[config.mk]
export PLATFORM = sky130hd
export DESIGN_NAME = ui_key_ctrl
export DESIGN_NICKNAME = d
export VERILOG_FILES = /design/src/rtl/ui_key_ctrl.sv
export SDC_FILE = /design/constraint.sdc
export NUM_CORES = 1
export LEC_CHECK = 0
export BUFFER_PORTS_ARGS = -buffer_cell sky130_fd_sc_hd__clkbuf_2
export CAP_MARGIN = 20
export CORE_AREA = 8 8 165 167
export DETAILED_ROUTE_END_ITERATION = 8
export DIE_AREA = 0 0 173 175
export GPL_ROUTABILITY_DRIVEN = 0
export GPL_TIMING_DRIVEN = 0
export PLACE_DENSITY = 0.52
export SLEW_MARGIN = 20
export SYNTH_ARGS = -nofsm -noshare
export SYNTH_HDL_FRONTEND = slang
export SYNTH_SLANG_ARGS = --single-unit
export TNS_END_PERCENT = 20
[constraint.sdc]
create_clock -name clk -period 16.2 [get_ports clk]
set_input_delay 4.86 -clock clk [delete_from_list [all_inputs] [get_ports clk]]
set_output_delay 4.86 -clock clk [all_outputs]
set_load 0.005 [all_outputs]
[src/rtl/ui_key_ctrl.sv]
// Front-panel key conditioning for the clock/calendar: synchronise, debounce and edge-detect
// four raw keys, step the setup-field FSM and generate auto-repeating adjust strobes.
module ui_key_ctrl #(
    parameter int DB_CYCLES     = 1_000_000,
    parameter int REPEAT_DELAY  = 25_000_000,
    parameter int REPEAT_PERIOD = 5_000_000,
    parameter int CNT_W         = 25
) (
    input  logic clk,
    input  logic rst,
    input  logic key_mode_n,
    input  logic key_swap_n,
    input  logic key_up_n,
    input  logic key_down_n,
    output logic display,
    output logic swap_display,
    output logic setup_second_day,
    output logic setup_minute_month,
    output logic setup_hour_year,
    output logic inc_dec,
    output logic adj_stb
);

    localparam int NK     = 4;
    localparam int K_MODE = 0;
    localparam int K_SWAP = 1;
    localparam int K_UP   = 2;
    localparam int K_DOWN = 3;

    typedef enum logic [1:0] {
        RUN   = 2'd0,
        SET_S = 2'd1,
        SET_M = 2'd2,
        SET_H = 2'd3
    } state_t;

    logic [NK-1:0]   key_raw;
    logic [NK-1:0]   key_press;
    logic [K_DOWN:K_UP] key_level;

    assign key_raw = {key_down_n, key_up_n, key_swap_n, key_mode_n};

    // One conditioning channel per key; levels stay active-low like the raw inputs.
    generate
        for (genvar gi = 0; gi < NK; gi++) begin : g_key
            logic             meta_reg;
            logic             sync_reg;
            logic             deb_reg;
            logic             deb_prev_reg;
            logic [CNT_W-1:0] db_cnt_reg;

            always_ff @(posedge clk or posedge rst) begin
                if (rst) begin
                    meta_reg     <= 1'b1;
                    sync_reg     <= 1'b1;
                    deb_reg      <= 1'b1;
                    deb_prev_reg <= 1'b1;
                    db_cnt_reg   <= '0;
                end else begin
                    meta_reg     <= key_raw[gi];
                    sync_reg     <= meta_reg;
                    deb_prev_reg <= deb_reg;
                    if (sync_reg == deb_reg) begin
                        db_cnt_reg <= '0;
                    end else if (db_cnt_reg == CNT_W'(DB_CYCLES - 1)) begin
                        deb_reg    <= sync_reg;
                        db_cnt_reg <= '0;
                    end else begin
                        db_cnt_reg <= db_cnt_reg + 1'b1;
                    end
                end
            end

            assign key_press[gi] = deb_prev_reg & ~deb_reg;

            if (gi >= K_UP) begin : g_level
                assign key_level[gi] = deb_reg;
            end
        end
    endgenerate

    state_t           state_reg, state_next;
    logic             display_reg, display_next;
    logic [2:0]       setup_reg, setup_next;
    logic             swap_reg, swap_next;
    logic             inc_dec_reg, inc_dec_next;
    logic             adj_stb_reg, adj_stb_next;
    logic             rpt_act_reg, rpt_act_next;
    logic             rpt_up_reg, rpt_up_next;
    logic             rpt_first_reg, rpt_first_next;
    logic [CNT_W-1:0] rpt_cnt_reg, rpt_cnt_next;

    logic             both_held;
    logic             rpt_held;
    logic [CNT_W-1:0] rpt_limit;

    assign both_held = ~key_level[K_UP] & ~key_level[K_DOWN];
    assign rpt_held  = rpt_up_reg ? ~key_level[K_UP] : ~key_level[K_DOWN];
    assign rpt_limit = rpt_first_reg ? CNT_W'(REPEAT_DELAY) : CNT_W'(REPEAT_PERIOD);

    always_ff @(posedge clk or posedge rst) begin
        if (rst) begin
            state_reg     <= RUN;
            display_reg   <= 1'b0;
            setup_reg     <= 3'b111;
            swap_reg      <= 1'b0;
            inc_dec_reg   <= 1'b1;
            adj_stb_reg   <= 1'b0;
            rpt_act_reg   <= 1'b0;
            rpt_up_reg    <= 1'b1;
            rpt_first_reg <= 1'b1;
            rpt_cnt_reg   <= '0;
        end else begin
            state_reg     <= state_next;
            display_reg   <= display_next;
            setup_reg     <= setup_next;
            swap_reg      <= swap_next;
            inc_dec_reg   <= inc_dec_next;
            adj_stb_reg   <= adj_stb_next;
            rpt_act_reg   <= rpt_act_next;
            rpt_up_reg    <= rpt_up_next;
            rpt_first_reg <= rpt_first_next;
            rpt_cnt_reg   <= rpt_cnt_next;
        end
    end

    always_comb begin
        state_next     = state_reg;
        swap_next      = swap_reg ^ key_press[K_SWAP];
        inc_dec_next   = inc_dec_reg;
        adj_stb_next   = 1'b0;
        rpt_act_next   = rpt_act_reg;
        rpt_up_next    = rpt_up_reg;
        rpt_first_next = rpt_first_reg;
        rpt_cnt_next   = rpt_cnt_reg;

        // Priority: mode step, then inhibit conditions, then fresh presses, then repeat.
        if (key_press[K_MODE]) begin
            unique case (state_reg)
                RUN:     state_next = SET_S;
                SET_S:   state_next = SET_M;
                SET_M:   state_next = SET_H;
                SET_H:   state_next = RUN;
                default: state_next = RUN;
            endcase
            rpt_act_next = 1'b0;
            rpt_cnt_next = '0;
        end else if (state_reg == RUN || both_held) begin
            rpt_act_next = 1'b0;
            rpt_cnt_next = '0;
        end else if (key_press[K_UP] || key_press[K_DOWN]) begin
            inc_dec_next   = key_press[K_UP];
            adj_stb_next   = 1'b1;
            rpt_act_next   = 1'b1;
            rpt_up_next    = key_press[K_UP];
            rpt_first_next = 1'b1;
            rpt_cnt_next   = CNT_W'(1);
        end else if (rpt_act_reg) begin
            if (!rpt_held) begin
                rpt_act_next = 1'b0;
                rpt_cnt_next = '0;
            end else if (rpt_cnt_reg == rpt_limit) begin
                adj_stb_next   = 1'b1;
                rpt_first_next = 1'b0;
                rpt_cnt_next   = CNT_W'(1);
            end else begin
                rpt_cnt_next = rpt_cnt_reg + 1'b1;
            end
        end
    end

    // Field selects are decoded from the next state so they change with display.
    always_comb begin
        display_next = (state_next != RUN);
        setup_next   = 3'b111;
        unique case (state_next)
            SET_S:   setup_next = 3'b011;
            SET_M:   setup_next = 3'b101;
            SET_H:   setup_next = 3'b110;
            default: setup_next = 3'b111;
        endcase
    end

    assign display            = display_reg;
    assign swap_display       = swap_reg;
    assign setup_second_day   = setup_reg[2];
    assign setup_minute_month = setup_reg[1];
    assign setup_hour_year    = setup_reg[0];
    assign inc_dec            = inc_dec_reg;
    assign adj_stb            = adj_stb_reg;

endmodule
==> impl_metrics.tcl <==
set metrics [dict create \
    maxCapViolCount 0 \
    drt-initial-drc-count 301 \
    io_pins 13 \
    critPathLaunchType "register" \
    ctsResizeCount 0 \
    dieWidth_um 173 \
    vias 5157 \
    antenna_found_initial 0 \
    synth_cell_types 44 \
    clock_skew_ns 0.0110 \
    layout_setup_ws_ns 10.22 \
    synth_flop_cell "dfrtp_1" \
    cp_num_buf_inv 1 \
    status "completed" \
    finalMaxSlewViolations 0 \
    post_cts_buffers 0 \
    crit_slowest_cell "dfstp_2" \
    ys_ff_latch 152 \
    drtPass1Iterations 5 \
    wirelength_mm 14.2 \
    nFillCells 2511 \
    rows 58 \
    grt_overflow_total 0 \
    slew_headroom 0.304 \
    min_path_type "register to register" \
    pre_cts_ws_ns 10.41 \
    grt_pass1_vias 5205 \
    cts.path.max_buffers 2 \
    diodes 0 \
    timing.final.crit_share 0.369 \
    ir_drop_mv 0.0574 \
    wl_per_cell_um 12.9 \
    yosysMostFrequentCell "dfrtp_1" \
    cp_cell_sequence "clkbuf_2" \
    start_util 0.294 \
    ctsHtreeMaxLevel 4 \
    largest_register_ffs 100 \
    clk_pin_slew_ns 0.07 \
    syn-num-nets 738 \
    power_density_nw_per_um2 99.1 \
    grtUsageTotal 0.0993 \
    period_needed_ns 5.98 \
    syn2layout_area_growth_pct 15.8 \
    dieArea_um2 30300 \
    ys_warn_count 0 \
    die_h_um 175 \
    root_buffer "clkbuf_16" \
    place_inst 1067 \
    p_leak_nw 3.34 \
    critPathMaxStageDelay_ns 0.57 \
    setup_viol 0 \
    detail-route-antenna-nets 0 \
    cpLargestDelayFamily "flip-flops" \
    grt_max_degree 89 \
    synthCells 724 \
    drive_gt1_frac 0.117 \
    cts_tree "built" \
    path_max_fanout 3 \
    grt_pass1_wl_mm 25.2 \
    synth_largest_area_cell "dfrtp_1" \
    critical_path_class "register to output pin" \
    dpl.hpwl_mm 9.37 \
    critical_path_required_ns 11.34 \
    clock_latency_ns 0.43 \
    rsz0062_at_grt "no" \
    cts.sinks 152 \
    ctsHoldBuffers 0 \
    nets 770 \
    synth_top_cells_by_count "dfrtp_1, nor2_1, xor2_1" \
    syn_area_um2 7250 \
    drc_errors 0 \
    port_buffers 12 \
    crit_arrival_ns 1.12 \
    end_kind "output pin" \
    fmax_mhz 167 \
    final_cells 1099 \
    tightest_slew_ns 1.04 \
    synth_top_area_frac 0.452 \
    cts_buffers 17 \
    yosys-top-cells-area "dfrtp_1, dfstp_2, nor2_1" \
    synth_area_per_cell_um2 10.0 \
    viasPerCell 4.69 \
    synth_edf_count 0 \
    post-route-util 0.340 \
    finalSetupTns_ns 0 \
    core_area_um2 24700 \
    seq_area_frac_synth 0.528 \
    async_flop_share 1.00 \
    hold_viol_final 0 \
]
-- cell usage in the layout (no fill, tap or decap), types with 6 or more instances in the layout --
cell type	synthesis	final
a211oi_1	6	6
a21oi_1	14	14
and3_1	19	19
and4_1	12	12
clkbuf_1	18	18
clkbuf_16	0	17
clkbuf_2	0	12
dfrtp_1	131	131
dfstp_2	21	21
ha_1	8	8
inv_1	21	20
inv_8	0	6
nand2_1	41	41
nand3_1	43	43
nand4_1	37	37
nor2_1	128	128
nor3_1	19	18
nor4_1	13	13
nor4b_1	8	8
o21ai_0	10	10
o31ai_1	9	9
or2_2	9	9
or4_1	11	11
xnor2_1	53	53
xor2_1	54	54
-- worst paths after layout --
path	from	end	slack, ns	depth (start not counted)
setup / recovery	rpt_up_reg	inc_dec	10.22	1
hold / removal	g_key[1].meta_reg	g_key[1].sync_reg	0.35	0
setup reg to reg	g_key[1].db_cnt_reg[0]	g_key[1].db_cnt_reg[10]	13.62	8
hold reg to reg	g_key[1].meta_reg	g_key[1].sync_reg	0.35	0
max in group asynchronous	rst	g_key[0].meta_reg	10.90	3
min in group asynchronous	rst	g_key[1].db_cnt_reg[17]	4.47	2
-- stage by stage --
step | cell area [um2] | hold slack (ns) | power, mW
global route | 8400 | 0.356 | 0.863
floorplan | 7250 | 0.345 | 0.407
detailed placement | 7760 | 0.347 | 0.414
global placement | 7720 | 0.347 | 0.413
CTS | 8390 | 0.356 | 0.845
finish | 8400 | 0.353 | 0.832
-- metal layers --
| layer | global-route usage | share of wire | up-vias |
|---|---|---|---|
| li1 | - | - | 2564 |
| met1 | 0.132 | 0.51 | 2517 |
| met2 | 0.150 | 0.45 | 52 |
| met3 | 0.0309 | 0.031 | 24 |
| met4 | 0.0341 | 0.015 | 0 |
| met5 | 0 | 0 | - |
-- area by class of cell --
cell class	count	area [um2]	share of cell area
tap	330	413	0.0492
clock buffer	17	425	0.0507
timing repair buffer	13	87.6	0.0104
sequential	152	3830	0.456
multi-input combinational	528	3250	0.387
inverter	21	86.3	0.0103
buffer	23	98.8	0.0118
clock inverter	15	205	0.0244
-- power by group --
group / leakage, nW / internal, mW / total, mW / switching [mW]
clock network: 0.304 / 0.250 / 0.426 / 0.177
logic: 0.998 / 0.00490 / 0.0191 / 0.0142
registers: 2.04 / 0.384 / 0.387 / 0.00314
-- cell families after synthesis --
kind of cell	count (synthesis)	synth area share
AND/OR/NAND/NOR	361	0.255
flip-flops	152	0.528
XOR/XNOR	107	0.129
AO/OA/AOI/OAI	47	0.0418
buffers and inverters	44	0.0245
adder cells (fa/ha/maj)	8	0.0138
multiplexers	5	0.00759
No activity file was read; power rests on OpenSTA's default activity.
